`src/rtl/ysyx_24100005_lsu.sv`:
```
`default_nettype none
// ============================================================================
// ysyx_24100005_lsu : multi-cycle load/store unit with lane steering,
// sign/zero extension, misalignment check and memory timeout.
// Revision: 1.0
// ============================================================================
module ysyx_24100005_lsu #(
    parameter int XLEN    = 32,
    parameter int ADDR_W  = 32,
    parameter int TIMEOUT = 255
) (
    input  logic              clk,
    input  logic              rst,
    input  logic              req_valid,
    output logic              req_ready,
    input  logic              req_store,
    input  logic [2:0]        req_funct3,
    input  logic [ADDR_W-1:0] req_addr,
    input  logic [XLEN-1:0]   req_wdata,
    output logic              resp_valid,
    input  logic              resp_ready,
    output logic [XLEN-1:0]   resp_rdata,
    output logic [1:0]        resp_err,
    output logic              mem_req_valid,
    input  logic              mem_req_ready,
    output logic              mem_we,
    output logic [ADDR_W-1:0] mem_addr,
    output logic [XLEN-1:0]   mem_wdata,
    output logic [XLEN/8-1:0] mem_wmask,
    input  logic              mem_rsp_valid,
    input  logic [XLEN-1:0]   mem_rdata
);
    localparam int NB    = XLEN / 8;
    localparam int OB    = $clog2(NB);
    localparam int CNT_W = $clog2(TIMEOUT + 1);

    typedef enum logic [1:0] {
        IDLE  = 2'd0,
        MREQ  = 2'd1,
        MWAIT = 2'd2,
        RESP  = 2'd3
    } state_t;

    state_t          state;
    logic            st_store;
    logic [2:0]      st_funct3;
    logic [OB-1:0]   st_off;
    logic [CNT_W-1:0] cnt;

    logic [OB-1:0]   req_off;
    logic            legal;
    logic            misaligned;
    logic [XLEN-1:0] wdata_lanes;
    logic [NB-1:0]   wmask_lanes;
    logic [XLEN-1:0] rd_shift;
    logic [XLEN-1:0] rd_ext;

    assign req_off = req_addr[OB-1:0];

    always_comb begin
        legal = 1'b0;
        if (req_store) begin
            case (req_funct3)
                3'b000, 3'b001, 3'b010: legal = 1'b1;
                3'b011:                 legal = (XLEN == 64);
                default:                legal = 1'b0;
            endcase
        end else begin
            case (req_funct3)
                3'b000, 3'b001, 3'b010, 3'b100, 3'b101: legal = 1'b1;
                3'b011, 3'b110:                         legal = (XLEN == 64);
                default:                                legal = 1'b0;
            endcase
        end
    end

    // funct3[1:0] encodes the access size for every legal load and store
    always_comb begin
        case (req_funct3[1:0])
            2'b01:   misaligned = req_addr[0];
            2'b10:   misaligned = |req_addr[1:0];
            2'b11:   misaligned = |req_addr[2:0];
            default: misaligned = 1'b0;
        endcase
    end

    always_comb begin
        wdata_lanes = '0;
        wmask_lanes = '0;
        case (req_funct3[1:0])
            2'b00: begin
                wdata_lanes = {NB{req_wdata[7:0]}};
                wmask_lanes = NB'(1);
            end
            2'b01: begin
                wdata_lanes = {(NB/2){req_wdata[15:0]}};
                wmask_lanes = NB'(3);
            end
            2'b10: begin
                wdata_lanes = {(NB/4){req_wdata[31:0]}};
                wmask_lanes = NB'(15);
            end
            default: begin
                wdata_lanes = req_wdata;
                wmask_lanes = '1;
            end
        endcase
        wdata_lanes = wdata_lanes << {req_off, 3'b000};
        wmask_lanes = wmask_lanes << req_off;
    end

    assign rd_shift = mem_rdata >> {st_off, 3'b000};

    // Fill the whole word first, then overwrite the access-sized low part
    always_comb begin
        rd_ext = rd_shift;
        case (st_funct3)
            3'b000: begin rd_ext = {XLEN{rd_shift[7]}};  rd_ext[7:0]  = rd_shift[7:0];  end
            3'b001: begin rd_ext = {XLEN{rd_shift[15]}}; rd_ext[15:0] = rd_shift[15:0]; end
            3'b010: begin rd_ext = {XLEN{rd_shift[31]}}; rd_ext[31:0] = rd_shift[31:0]; end
            3'b100: begin rd_ext = '0; rd_ext[7:0]  = rd_shift[7:0];  end
            3'b101: begin rd_ext = '0; rd_ext[15:0] = rd_shift[15:0]; end
            3'b110: begin rd_ext = '0; rd_ext[31:0] = rd_shift[31:0]; end
            default: rd_ext = rd_shift;
        endcase
    end

    always_ff @(posedge clk) begin
        if (rst) begin
            state         <= IDLE;
            req_ready     <= 1'b1;
            resp_valid    <= 1'b0;
            resp_rdata    <= '0;
            resp_err      <= 2'b00;
            mem_req_valid <= 1'b0;
            mem_we        <= 1'b0;
            mem_addr      <= '0;
            mem_wdata     <= '0;
            mem_wmask     <= '0;
            st_store      <= 1'b0;
            st_funct3     <= 3'b000;
            st_off        <= '0;
            cnt           <= '0;
        end else begin
            case (state)
                IDLE: begin
                    if (req_valid) begin
                        st_store   <= req_store;
                        st_funct3  <= req_funct3;
                        st_off     <= req_off;
                        req_ready  <= 1'b0;
                        resp_rdata <= '0;
                        if (!legal) begin
                            state      <= RESP;
                            resp_valid <= 1'b1;
                            resp_err   <= 2'b11;
                        end else if (misaligned) begin
                            state      <= RESP;
                            resp_valid <= 1'b1;
                            resp_err   <= 2'b01;
                        end else begin
                            state         <= MREQ;
                            resp_err      <= 2'b00;
                            mem_req_valid <= 1'b1;
                            mem_we        <= req_store;
                            mem_addr      <= {req_addr[ADDR_W-1:OB], {OB{1'b0}}};
                            mem_wdata     <= req_store ? wdata_lanes : '0;
                            mem_wmask     <= req_store ? wmask_lanes : '0;
                        end
                    end
                end
                MREQ: begin
                    if (mem_req_ready) begin
                        mem_req_valid <= 1'b0;
                        cnt           <= '0;
                        state         <= MWAIT;
                    end
                end
                MWAIT: begin
                    // A response on the final counted cycle still wins over the timeout
                    if (mem_rsp_valid) begin
                        state      <= RESP;
                        resp_valid <= 1'b1;
                        resp_err   <= 2'b00;
                        if (!st_store) resp_rdata <= rd_ext;
                        mem_we     <= 1'b0;
                        mem_wmask  <= '0;
                    end else if (cnt == CNT_W'(TIMEOUT - 1)) begin
                        state      <= RESP;
                        resp_valid <= 1'b1;
                        resp_err   <= 2'b10;
                        mem_we     <= 1'b0;
                        mem_wmask  <= '0;
                    end else begin
                        cnt <= cnt + 1'b1;
                    end
                end
                RESP: begin
                    if (resp_ready) begin
                        state      <= IDLE;
                        resp_valid <= 1'b0;
                        resp_rdata <= '0;
                        resp_err   <= 2'b00;
                        req_ready  <= 1'b1;
                    end
                end
                default: state <= IDLE;
            endcase
        end
    end
endmodule
`default_nettype wire

```
`config.mk`:
```
export PLATFORM = sky130hd
export DESIGN_NAME = ysyx_24100005_lsu
export DESIGN_NICKNAME = d
export VERILOG_FILES = /design/src/rtl/ysyx_24100005_lsu.sv
export SDC_FILE = /design/constraint.sdc
export NUM_CORES = 1
export LEC_CHECK = 0
export CAP_MARGIN = 20
export CORE_MARGIN = 3
export CORE_UTILIZATION = 48
export DETAILED_ROUTE_END_ITERATION = 8
export GPL_ROUTABILITY_DRIVEN = 0
export PLACE_DENSITY = 0.86
export SLEW_MARGIN = 15
export SYNTH_ARGS = -nofsm -noshare
export SYNTH_HDL_FRONTEND = slang
export SYNTH_SLANG_ARGS = --single-unit
```
`constraint.sdc`:
```
create_clock -name clk -period 4.85 [get_ports clk]
set_input_delay 1.455 -clock clk [delete_from_list [all_inputs] [get_ports clk]]
set_output_delay 1.455 -clock clk [all_outputs]
set_load 0.005 [all_outputs]
```
==> results.yml <==
drt:
  drc_errors: 0
  ant_nets: 0
  viasPerCell: 6.03
  num_vias: 6102
  firstDrtPassIters: 5
  drt_iter0_markers: 465
  post_drt_wl_per_cell_um: 19.3
  routed_wl_um: 19500
yosys:
  synth_area_mm2: 0.00574
  synth_cell_type_count: 59
  ys_ff_latch: 120
  synthesis.yosys.warnings: 0
  syn_avg_cell_area_um2: 8.62
  cells_after_synthesis: 666
  synth-main-ff-cell: "dfxtp_1"
  asyncSetResetFlopFracSynth_pct: 0
  edff_count_synth: 0
  synth_sequential_area_ratio_pct: 41.9
grt:
  grt_antenna_before_repair: 0
  grt_remaining_overflow: 0
  grtUsageTotal_pct: 28.8
  grt_pass1_wl_um: 30400
  grt_start_max_net_pins: 64
  grt_pass1_vias: 5928
sta:
  max_clock_freq_ghz: 0.254
  fin_setup_tns_ns: 0
  grt_setup_unrepaired: "false"
  tightestPinTransition_ns: 0.976
  timing.slew.headroom_pct: 34.8
  setup-violations-final: 0
  timing_hold_violations_final: 0
  period_needed_ns: 3.93
  holdWs_ns: 0.453
  number_of_pins_exceeding_their_max_slew_limit_in_the_final_report: 0
  final.setup_skew_ns: 0.00789
  period_utilization_post_route_pct: 81.0
layout:
  final-seq-area_mm2: 0.00240
  number_of_antenna_diodes: 0
  layout-area-overhead-vs-synth_pct: 48.9
  drive_gt1_share_pct: 8.40
  most-common-layout-cells: "clkdlybuf4s50_1, dfxtp_1, nand2_1"
  final.fill_count: 840
  layout_commonest_cell: "clkdlybuf4s50_1"
  area_used_by_multi_input_combinational_logic_mm2: 0.00305
  layout.nets: 969
worst_setup_path:
  critPathMaxFanout: 11
  setup.worst_path.start_class: "primary input"
  critical_path_class: "in2reg"
  arrival_ns: 4.28
  worstPathRequired_ns: 5.20
  critPathCaptureType: "flop"
cts:
  clk_pin_slew_ns: 0.06
  resized_gates_after_cts: 0
  cts_hold_buffers: 0
  numCtsBuffers: 17
  cts_tree: "yes"
  tritoncts_num_sinks: 120
  insertion_delay_of_the_later_clocked_pin_in_the_worst_skew_pair_ns: 0.41
  clock_tree.root_cell: "clkbuf_16"
  cts_max_path_buffers: 2
  clock_tree.htree_level_count: 4
  post-cts-setup-buffers: 0
floorplanning:
  boundaryPins: 212
  dieHeight_um: 115
  die_area_mm2: 0.0133
  die_w_um: 115
  initial_utilization_pct: 49.6
  placeableCoreArea_mm2: 0.0116
  num_rows: 39
run:
  maxCapViolations: 0
placement:
  detailed_place_hpwl_um: 13600
  placement.io_buffers: 209
pwr:
  pwr_density_cell_mw_per_mm2: 401
  total_power_w: 0.00342
  largest_voltage_drop_on_the_vdd_net_mv: 0.236
  cellLeakagePower_nw: 3.15
hold_path:
  min_path_type: "reg2reg"
run_status:
  result_of_the_run: "completed"
-- final timing paths --
kind | from | end | slack, ns | cells past startpoint
setup / recovery | req_valid | resp_rdata[29] | 0.92 | 6
hold / removal | mem_addr[13] | mem_addr[13] | 0.45 | 2
setup reg to reg | state[0] | resp_rdata[29] | 1.80 | 7
hold reg to reg | mem_addr[13] | mem_addr[13] | 0.45 | 2
-- metrics by stage --
| stage | worst slack (ns) | instances | area [um^2] | util (%) |
|---|---|---|---|---|
| after global placement | 0.738 | 979 | 7860 | 67.9 |
| after global routing | 0.753 | 1012 | 8550 | 73.9 |
| after detailed placement | 0.597 | 979 | 7860 | 67.9 |
| final | 0.920 | 1012 | 8550 | 73.9 |
| after floorplan | 1.83 | 667 | 5740 | - |
| after CTS | 0.971 | 1011 | 8530 | 73.8 |
-- cell families (layout without fill, tap and decap cells) --
logic type,Yosys count,in the layout,synth area share [%]
AOI/OAI and AO/OA,203,203,25.6
adders and majority gates,7,7,1.53
and+or+nand+nor,222,222,17.3
muxes,42,42,7.70
xor gates and xnor gates,6,6,0.916
DFF,120,120,41.9
other,1,2,0.0653
buffers and inverters,65,267,5.12
-- routing by layer --
metal	global-route usage (%)	routed length, um	vias up
met5	0	0	-
met4	11.8	612	0
met3	8.26	1860	61
met2	47.5	9390	372
met1	35.3	7670	2863
li1	-	-	2806
-- state kept, by name (all words and copies together) (netlist names), 2 cells and up --
signal      flops
cnt             8
mem_addr       30
mem_wdata      32
mem_wmask       4
resp_err        2
resp_rdata     32
st_funct3       3
st_off          2
state           2
-- Yosys cell counts (all sizes together), types with 3 or more instances --
cell / n / area share (%)
dfxtp: 120 / 42
nand2: 103 / 6.8
a21oi: 80 / 7.2
nor2: 61 / 4.0
clkbuf: 29 / 1.9
mux2i: 25 / 4.4
a221o: 24 / 4.2
buf: 22 / 2.3
mux2: 17 / 3.3
nand3: 17 / 1.5
o21ai: 17 / 1.5
inv: 13 / 0.85
a211o: 11 / 1.7
a2111oi: 9 / 1.7
a22oi: 9 / 1.2
nor2b: 9 / 0.98
a22o: 8 / 1.2
a32o: 8 / 1.4
o2bb2ai: 8 / 1.2
a32oi: 7 / 1.1
ha: 7 / 1.5
a31oi: 6 / 0.65
nor3: 5 / 0.44
nand2b: 4 / 0.44
xnor2: 4 / 0.61
a21o: 3 / 0.39
a311oi: 3 / 0.46
and3: 3 / 0.33
nand4: 3 / 0.33
-- power breakdown --
part | internal, W | leakage (nW) | switching [W]
logic | 0.000380 | 1.86 | 0.000485
clock network | 0.000965 | 0.323 | 0.000471
registers | 0.00106 | 0.971 | 0.0000612
-- critical path, cell delays in order --
cell	delay [ns]
clkdlybuf4s50_1	0.71
and2b_4	0.27
nor4_4	0.61
and4_1	0.49
nor2b_1	0.49
a221o_1	0.24
-- cell type report --
cell class,count,area share (%)
clock buffers,17,4.98
clock inverters,15,2.91
inverters,14,0.615
multi-input cells,482,35.7
flip-flops and latches,120,28.1
well taps,143,2.09
repair buffers,221,25.6
Power figures use the tool's default switching activity.
